$ cat src/rtl/pipe_issue_ctrl.sv
// Issue/credit controller for a fixed-latency, non-stallable datapath with an output FIFO.
// Optional statistics counters are enabled with PIPE_ISSUE_CTRL_STATS_EN.
module pipe_issue_ctrl #(
    parameter int unsigned DATA_WIDTH = 16,
    parameter int unsigned LATENCY    = 4,
    parameter int unsigned OUT_DEPTH  = 8
) (
    input  logic                               clk_i,
    input  logic                               rst_i,
    input  logic                               s_valid_i,
    output logic                               s_ready_o,
    output logic                               pipe_en_o,
    input  logic [DATA_WIDTH-1:0]              pipe_data_i,
    output logic                               m_valid_o,
    output logic [DATA_WIDTH-1:0]              m_data_o,
    input  logic                               m_ready_i,
    input  logic                               flush_i,
    output logic                               flush_done_o,
    output logic                               busy_o,
    output logic [$clog2(OUT_DEPTH+1)-1:0]     occ_o
`ifdef PIPE_ISSUE_CTRL_STATS_EN
    ,
    output logic [31:0]                        stat_issue_o,
    output logic [31:0]                        stat_stall_o,
    output logic [31:0]                        stat_hold_o
`endif
);

    localparam int unsigned OCC_W = $clog2(OUT_DEPTH + 1);
    localparam int unsigned PTR_W = (OUT_DEPTH > 1) ? $clog2(OUT_DEPTH) : 1;

    typedef enum logic [1:0] {RUN, DRAIN, DONE} state_t;

    state_t                 state, state_next;
    logic [LATENCY-1:0]     vline, vline_next;
    logic [OCC_W-1:0]       occ, occ_next;
    logic [OCC_W-1:0]       cnt, cnt_next;
    logic [PTR_W-1:0]       wr_ptr, rd_ptr, wr_next, rd_next;
    logic [DATA_WIDTH-1:0]  mem [OUT_DEPTH];
    logic [DATA_WIDTH-1:0]  head_next;
    logic                   capture;
    logic                   pop;

    function automatic logic [PTR_W-1:0] ptr_inc(input logic [PTR_W-1:0] p);
        return (p == PTR_W'(OUT_DEPTH - 1)) ? '0 : p + PTR_W'(1);
    endfunction

    assign pipe_en_o = s_valid_i & s_ready_o;
    assign pop       = m_valid_o & m_ready_i;
    assign capture   = vline[LATENCY-1];
    assign occ_o     = occ;

    // Next state, occupancy, pointers and the registered FIFO head.
    always_comb begin
        state_next = state;
        vline_next = LATENCY'({vline, pipe_en_o});
        occ_next   = occ + OCC_W'(pipe_en_o) - OCC_W'(pop);
        cnt_next   = cnt + OCC_W'(capture) - OCC_W'(pop);
        wr_next    = capture ? ptr_inc(wr_ptr) : wr_ptr;
        rd_next    = pop ? ptr_inc(rd_ptr) : rd_ptr;
        head_next  = '0;
        case (state)
            RUN:     if (flush_i) state_next = DRAIN;
            DRAIN:   if (occ == '0) state_next = DONE;
            DONE:    state_next = RUN;
            default: state_next = RUN;
        endcase
        // A write landing on the new head bypasses the memory.
        if (cnt_next != '0) begin
            head_next = (capture && (wr_ptr == rd_next)) ? pipe_data_i : mem[rd_next];
        end
    end

    always_ff @(posedge clk_i or posedge rst_i) begin
        if (rst_i) begin
            state        <= RUN;
            vline        <= '0;
            occ          <= '0;
            cnt          <= '0;
            wr_ptr       <= '0;
            rd_ptr       <= '0;
            s_ready_o    <= 1'b1;
            m_valid_o    <= 1'b0;
            m_data_o     <= '0;
            flush_done_o <= 1'b0;
            busy_o       <= 1'b0;
        end else begin
            state        <= state_next;
            vline        <= vline_next;
            occ          <= occ_next;
            cnt          <= cnt_next;
            wr_ptr       <= wr_next;
            rd_ptr       <= rd_next;
            s_ready_o    <= (state_next == RUN) && (occ_next < OCC_W'(OUT_DEPTH));
            m_valid_o    <= (cnt_next != '0);
            m_data_o     <= head_next;
            flush_done_o <= (state_next == DONE);
            busy_o       <= (occ_next != '0);
        end
    end

    // FIFO storage needs no reset; validity lives in cnt.
    always_ff @(posedge clk_i) begin
        if (capture) begin
            mem[wr_ptr] <= pipe_data_i;
        end
    end

`ifdef PIPE_ISSUE_CTRL_STATS_EN
    // Saturating event counters, untouched by flush.
    always_ff @(posedge clk_i or posedge rst_i) begin
        if (rst_i) begin
            stat_issue_o <= '0;
            stat_stall_o <= '0;
            stat_hold_o  <= '0;
        end else begin
            if (pipe_en_o && (stat_issue_o != '1)) begin
                stat_issue_o <= stat_issue_o + 32'd1;
            end
            if (s_valid_i && !s_ready_o && (stat_stall_o != '1)) begin
                stat_stall_o <= stat_stall_o + 32'd1;
            end
            if (m_valid_o && !m_ready_i && (stat_hold_o != '1)) begin
                stat_hold_o <= stat_hold_o + 32'd1;
            end
        end
    end
`endif

endmodule
$ cat config.mk
export PLATFORM = sky130hd
export DESIGN_NAME = pipe_issue_ctrl
export DESIGN_NICKNAME = d
export VERILOG_FILES = /design/src/rtl/pipe_issue_ctrl.sv
export SDC_FILE = /design/constraint.sdc
export NUM_CORES = 1
export LEC_CHECK = 0
export ABC_AREA = 1
export CAP_MARGIN = 20
export CORE_ASPECT_RATIO = 2
export CORE_MARGIN = 4
export CORE_UTILIZATION = 53
export DETAILED_ROUTE_END_ITERATION = 8
export PLACE_DENSITY = 0.75
export SYNTH_ARGS = -nofsm -noshare
export SYNTH_HDL_FRONTEND = slang
export SYNTH_SLANG_ARGS = --single-unit
$ cat constraint.sdc
create_clock -name clk_i -period 2.04 [get_ports clk_i]
set_input_delay 0.408 -clock clk_i [delete_from_list [all_inputs] [get_ports clk_i]]
set_output_delay 0.408 -clock clk_i [all_outputs]
set_load 0.01 [all_outputs]
# Word-level counts from Yosys, hierarchy flattened
# Memory sizes are Yosys's and may differ from the RTL's.
# Cells that the tools add are included.
[op_classes]
n_addsub = 6
order_cmp = 1
n_eq_ne = 5
mux = 10
bitwise = 2
n_reduce_logical = 7
[op_table]
columns = ["op", "n"]
rows = [
  ["$mux W16", 2],
  ["$mux W3", 3],
  ["$add A4 B1 Y4", 2],
  ["$reduce_bool A4 Y1", 2],
  ["$sub A4 B1 Y4", 2],
  ["$add A3 B1 Y3 const B", 2],
  ["$eq A3 B3 Y1 const B", 2],
  ["$logic_not A2 Y1", 2],
  ["$logic_not A4 Y1", 1],
  ["$lt A4 B4 Y1 const B", 1],
  ["$mux W2", 2],
  ["$pmux W2 S2", 1],
  ["$eq A3 B3 Y1", 1],
  ["$and A1 B1 Y1", 2],
  ["$eq A2 B1 Y1 const B", 1],
  ["$eq A2 B2 Y1 const B", 1],
  ["$logic_and A1 B1 Y1", 2],
  ["$mux W1", 2],
]
[word_totals]
ff_bits = 40
ram_bits = 128
input_bits = 21
wordCells = 43
mem_count = 1
[memory_table]
columns = ["memory", "words", "word_bits", "read_ports", "rd_clocked_by_memory_dff", "wr", "line", "rtl"]
rows = [
  ["mem", 8, 16, 1, 0, 1, "39", "logic [DATA_WIDTH-1:0] mem [OUT_DEPTH];"],
]

# Depth between registers and ports, before layout
[logic_depth]
ltp_word = 7
mapped_depth = 13

# Least setup slack after synthesis
# OpenSTA, ideal clock, no wires.
[synth_timing]
path_type = "reg2reg"
from = "register m_valid_o"
to = "register m_data_o[10]"
setup_ns = 0.069
arrival_ns = 2.263
setup_slack_ns = -0.292
path_stages_with_launch = 14
synth_period_minus_slack_ns = 2.332
path_cell_list = "dfrtp_1 nand2_4 nor2_1 inv_1 nand2_1 ha_1 inv_1 fa_1 xnor2_1 nor3_1 nand2_1 clkbuf_1 nand2_1 nor2_2"
[synth_between]
elab_cells_between_ends = 9
cone_classes = "add/sub: 1; eq/ne: 1; mux: 3; bitwise: 1; reduce/logical: 2; memory: 1"
[synth_lines]
columns = ["element", "line", "rtl"]
rows = [
  ["from (decl)", "14", "output logic m_valid_o,"],
  ["from (signal assigned)", "95", "m_valid_o <= (cnt_next != '0);"],
  ["$and A1 B1 Y1", "49", "assign pop = m_valid_o & m_ready_i;"],
  ["$sub A4 B1 Y4", "58", "cnt_next = cnt + OCC_W'(capture) - OCC_W'(pop);"],
  ["via cnt_next[2]", "37", "logic [OCC_W-1:0] cnt, cnt_next;"],
  ["$reduce_bool A4 Y1", "69", "if (cnt_next != '0) begin"],
  ["$mux W16", "69", ""],
  ["via head_next[10]", "40", "logic [DATA_WIDTH-1:0] head_next;"],
  ["to (signal assigned)", "96", "m_data_o <= head_next;"],
  ["to (decl)", "15", "output logic [DATA_WIDTH-1:0] m_data_o,"],
]
# The timed path passes the listed nets, and every way through them passes these cells.
# A chain may end at the register's enable or synchronous reset.

# Worst setup path after layout
[layout_timing]
from = "register m_valid_o"
to = "register m_data_o[8]"
# Same word-level chain as after synthesis.

==> flow_summary.yaml <==
yosys:
  synthFlopType: "edfxtp_1"
  yosys_warnings: 0
  synth_area_sq_mm: 0.00725
  ys_ff_latch: 168
  yosys.area.top_type: "edfxtp_1"
  yosys.area.top_type_share_pct: 53.0
  yosys-top-cells-area: "edfxtp_1 53%, dfrtp_1 13%, nand3_1 9.2%"
  synth_edf_count: 128
  ys_seq_area_share_pct: 66.8
  syn_nets: 701
  async_flop_share_pct: 23.8
  syn_inst: 667
  synth.distinct_cells: 28
  synth_area_per_cell_sq_um: 10.9
sta:
  tightest_slew_ns: 0.501
  period_needed_ns: 2.23
  rsz0062_at_grt: "yes"
  finalHoldViolCount: 0
  setup_viol: 17
  skew_ns: 0.00849
  drv_slew: 0
  period_share_pct: 109
  finalWorstSetupSlack_ns: -0.193
  max_clock_freq_mhz: 448
  max_slew_margin_pct: 66.5
floorplanning:
  num_io_pins: 46
  core_sq_mm: 0.0134
  row_count: 60
  start_util_pct: 54.0
  dieArea_sq_mm: 0.0157
  fp.dieW_um: 90.7
  dieHeight_um: 173
placement:
  place_ws_ns: -0.769
  dp_hpwl_mm: 12.0
  gp_congestion: 0.869
  numPortBuffers: 45
worst_hold_path:
  hold_class: "reg -> reg"
  min_from: "vline[0]$_DFF_PP0_"
final_layout:
  postLayoutCoreUtil_pct: 67.7
  nNetsFinal: 795
  drive_gt1_share_pct: 19.4
  final_common_cell: "nand3_1"
  layout_common_cells: "133 x nand3_1, 128 x edfxtp_1, 122 x nand2_1"
  syn2layout_area_growth_pct: 25.4
  multiInputGateArea_sq_mm: 0.00225
  regArea_sq_mm: 0.00485
  antenna_cells: 0
  num-fill-cells: 941
cts:
  clk_pin_slew_worst_paths_ns: 0.06
  ctsLongestPathBuffers: 2
  h-tree-depth: 4
  cts_made_buffers: 17
  clk_latency_ns: 0.42
  cts_root_buf: "clkbuf_16"
  cts_tree: "yes"
  cts-hold-fix-buffers: 0
  cts_sinks: 168
routing:
  ant_nets: 0
  drc: 0
  wl_per_cell_um: 19.8
  vias_per_cell: 5.67
  wl_mm: 18.3
  drt_iter0_drc: 341
  dr.pass1.iters: 7
  vias: 5269
critical_path:
  crit_start: "m_valid_o$_DFF_PP0_"
  r2r_start: "m_valid_o$_DFF_PP0_"
  crit_required_ns: 2.35
  cp_max_fo: 8
  worst_ep_arrival_time_ns: 2.54
  startpoint_type: "flip-flop"
  max_stage_delay_ns: 0.52
  cpMaxStageDelayCell: "fa_2"
  crit_type: "reg -> reg"
  crit_chain: "nand2_4 -> nor2_4 -> inv_2 -> nand2_4 -> ha_4 -> inv_2 -> fa_2 -> inv_2 -> nor3_4 -> nand2_4 -> buf_16 -> nand2_2 -> nor2_2"
  end_kind: "flip-flop"
  cp.buffers_inverters: 4
  path_delay_family: "simple AND/OR/NAND/NOR gates"
global_routing:
  grt_overflow: 0
  antenna_found_initial: 0
  grt_pass1_vias: 5596
  grt_max_degree: 41
  track_usage_pct: 24.3
  grt_pass1_wl_mm: 29.0
power:
  powerDensity_mw_per_mm2: 1500
  peakVddDrop_mv: 1.16
  fin_total_pwr_uw: 13600
  p_leak_uw: 0.00377
status:
  violations: "negative setup slack"
  status: "finished with violations"
job:
  maxCapViolations: 0
[timing repair]
item | 4_1_cts | 5_1_grt
resized for setup | 18 | 24
cloned | 2 | 0
endpoints found under the setup margin | 20 | 18
pin swaps | 12 | 13
setup buffers | 2 | 7
[synthesized netlist by cell type, drive strengths merged (3+ instances only)]
| cell type | number |
|---|---|
| nand2 | 148 |
| nand3 | 133 |
| edfxtp | 128 |
| nor2 | 101 |
| inv | 40 |
| dfrtp | 39 |
| buf | 26 |
| nand3b | 16 |
| ha | 11 |
| clkbuf | 7 |
| o21ai | 4 |
| nor3 | 3 |
| xnor2 | 3 |
[through the flow]
step | cell area [sq um] | std cells | setup TNS (ns) | hold WS [ns]
after floorplan | 7300 | 667 | -1.84 | 0.331
after global placement | 8290 | 887 | -13.35 | 0.335
after detailed placement | 8290 | 887 | -15.29 | 0.336
after CTS | 8940 | 923 | -2.37 | 0.347
after global routing | 9090 | 929 | -4.44 | 0.356
final | 9090 | 929 | -2.98 | 0.348
[where the power goes]
| group | leakage (uW) | total [uW] | internal (uW) | switching (uW) |
|---|---|---|---|---|
| sequential | 0.00163 | 4420 | 4170 | 250 |
| combinational | 0.00189 | 6310 | 2690 | 3610 |
| clock | 0.000251 | 2900 | 1570 | 1330 |
| total | 0.00377 | 13600 | 8440 | 5190 |
[sequential cells by signal (all words and copies together) (netlist names)]
| signal | cells |
|---|---|
| mem | 128 |
| m_data_o | 16 |
| cnt | 4 |
| occ_o | 4 |
| vline | 4 |
| rd_ptr | 3 |
| wr_ptr | 3 |
| state | 2 |
| busy_o | 1 |
| flush_done_o | 1 |
| m_valid_o | 1 |
| s_ready_o | 1 |
[cell type report]
cell class              instances  share of cell area [%]
flip-flops and latches        168                    53.3
multi-input cells             426                    24.8
repair buffers                108                    12.3
clock buffers                  20                    4.80
well taps                     155                    2.13
inverters                      40                    1.65
clock inverters                12                    1.05
[path summary, 6_finish.rpt]
check                                             end  slack (ns)  cells after the start
worst max-delay path            m_data_o[8]$_DFF_PP0_       -0.19                     13
worst min-delay path               vline[1]$_DFF_PP0_        0.35                      0
worst max register to register  m_data_o[8]$_DFF_PP0_       -0.19                     13
worst min register to register     vline[1]$_DFF_PP0_        0.35                      0
max in group asynchronous         s_ready_o$_DFF_PP1_        1.40                      3
min in group asynchronous       m_data_o[1]$_DFF_PP0_        0.36                      3
[metal layers]
| layer | GRT usage [%] | wire length (um) | share of wire (%) |
|---|---|---|---|
| met3 | 4.21 | 1140 | 6.2 |
| met4 | 14.8 | 935 | 5.1 |
| met2 | 44.0 | 10100 | 55 |
| met1 | 25.8 | 6160 | 34 |
| met5 | 0 | 0 | 0 |
[logic make-up after synthesis]
group	Yosys count	share of synthesized area [%]
xor gates and xnor gates	5	0.604
DFF	168	66.8
buffers and inverters	73	4.52
and+or+nand+nor	401	25.0
AOI/OAI and AO/OA	7	0.569
adders and majority gates	13	2.45
[worst reg2reg max path, stage by stage (launching register included)]
cell and delay (ns):
dfrtp_1 0.39, nand2_4 0.08, nor2_4 0.12, inv_2 0.06
nand2_4 0.06, ha_4 0.13, inv_2 0.03, fa_2 0.52
inv_2 0.05, nor3_4 0.21, nand2_4 0.16, buf_16 0.20
nand2_2 0.06, nor2_2 0.04
Power figures use the tool's default switching activity.
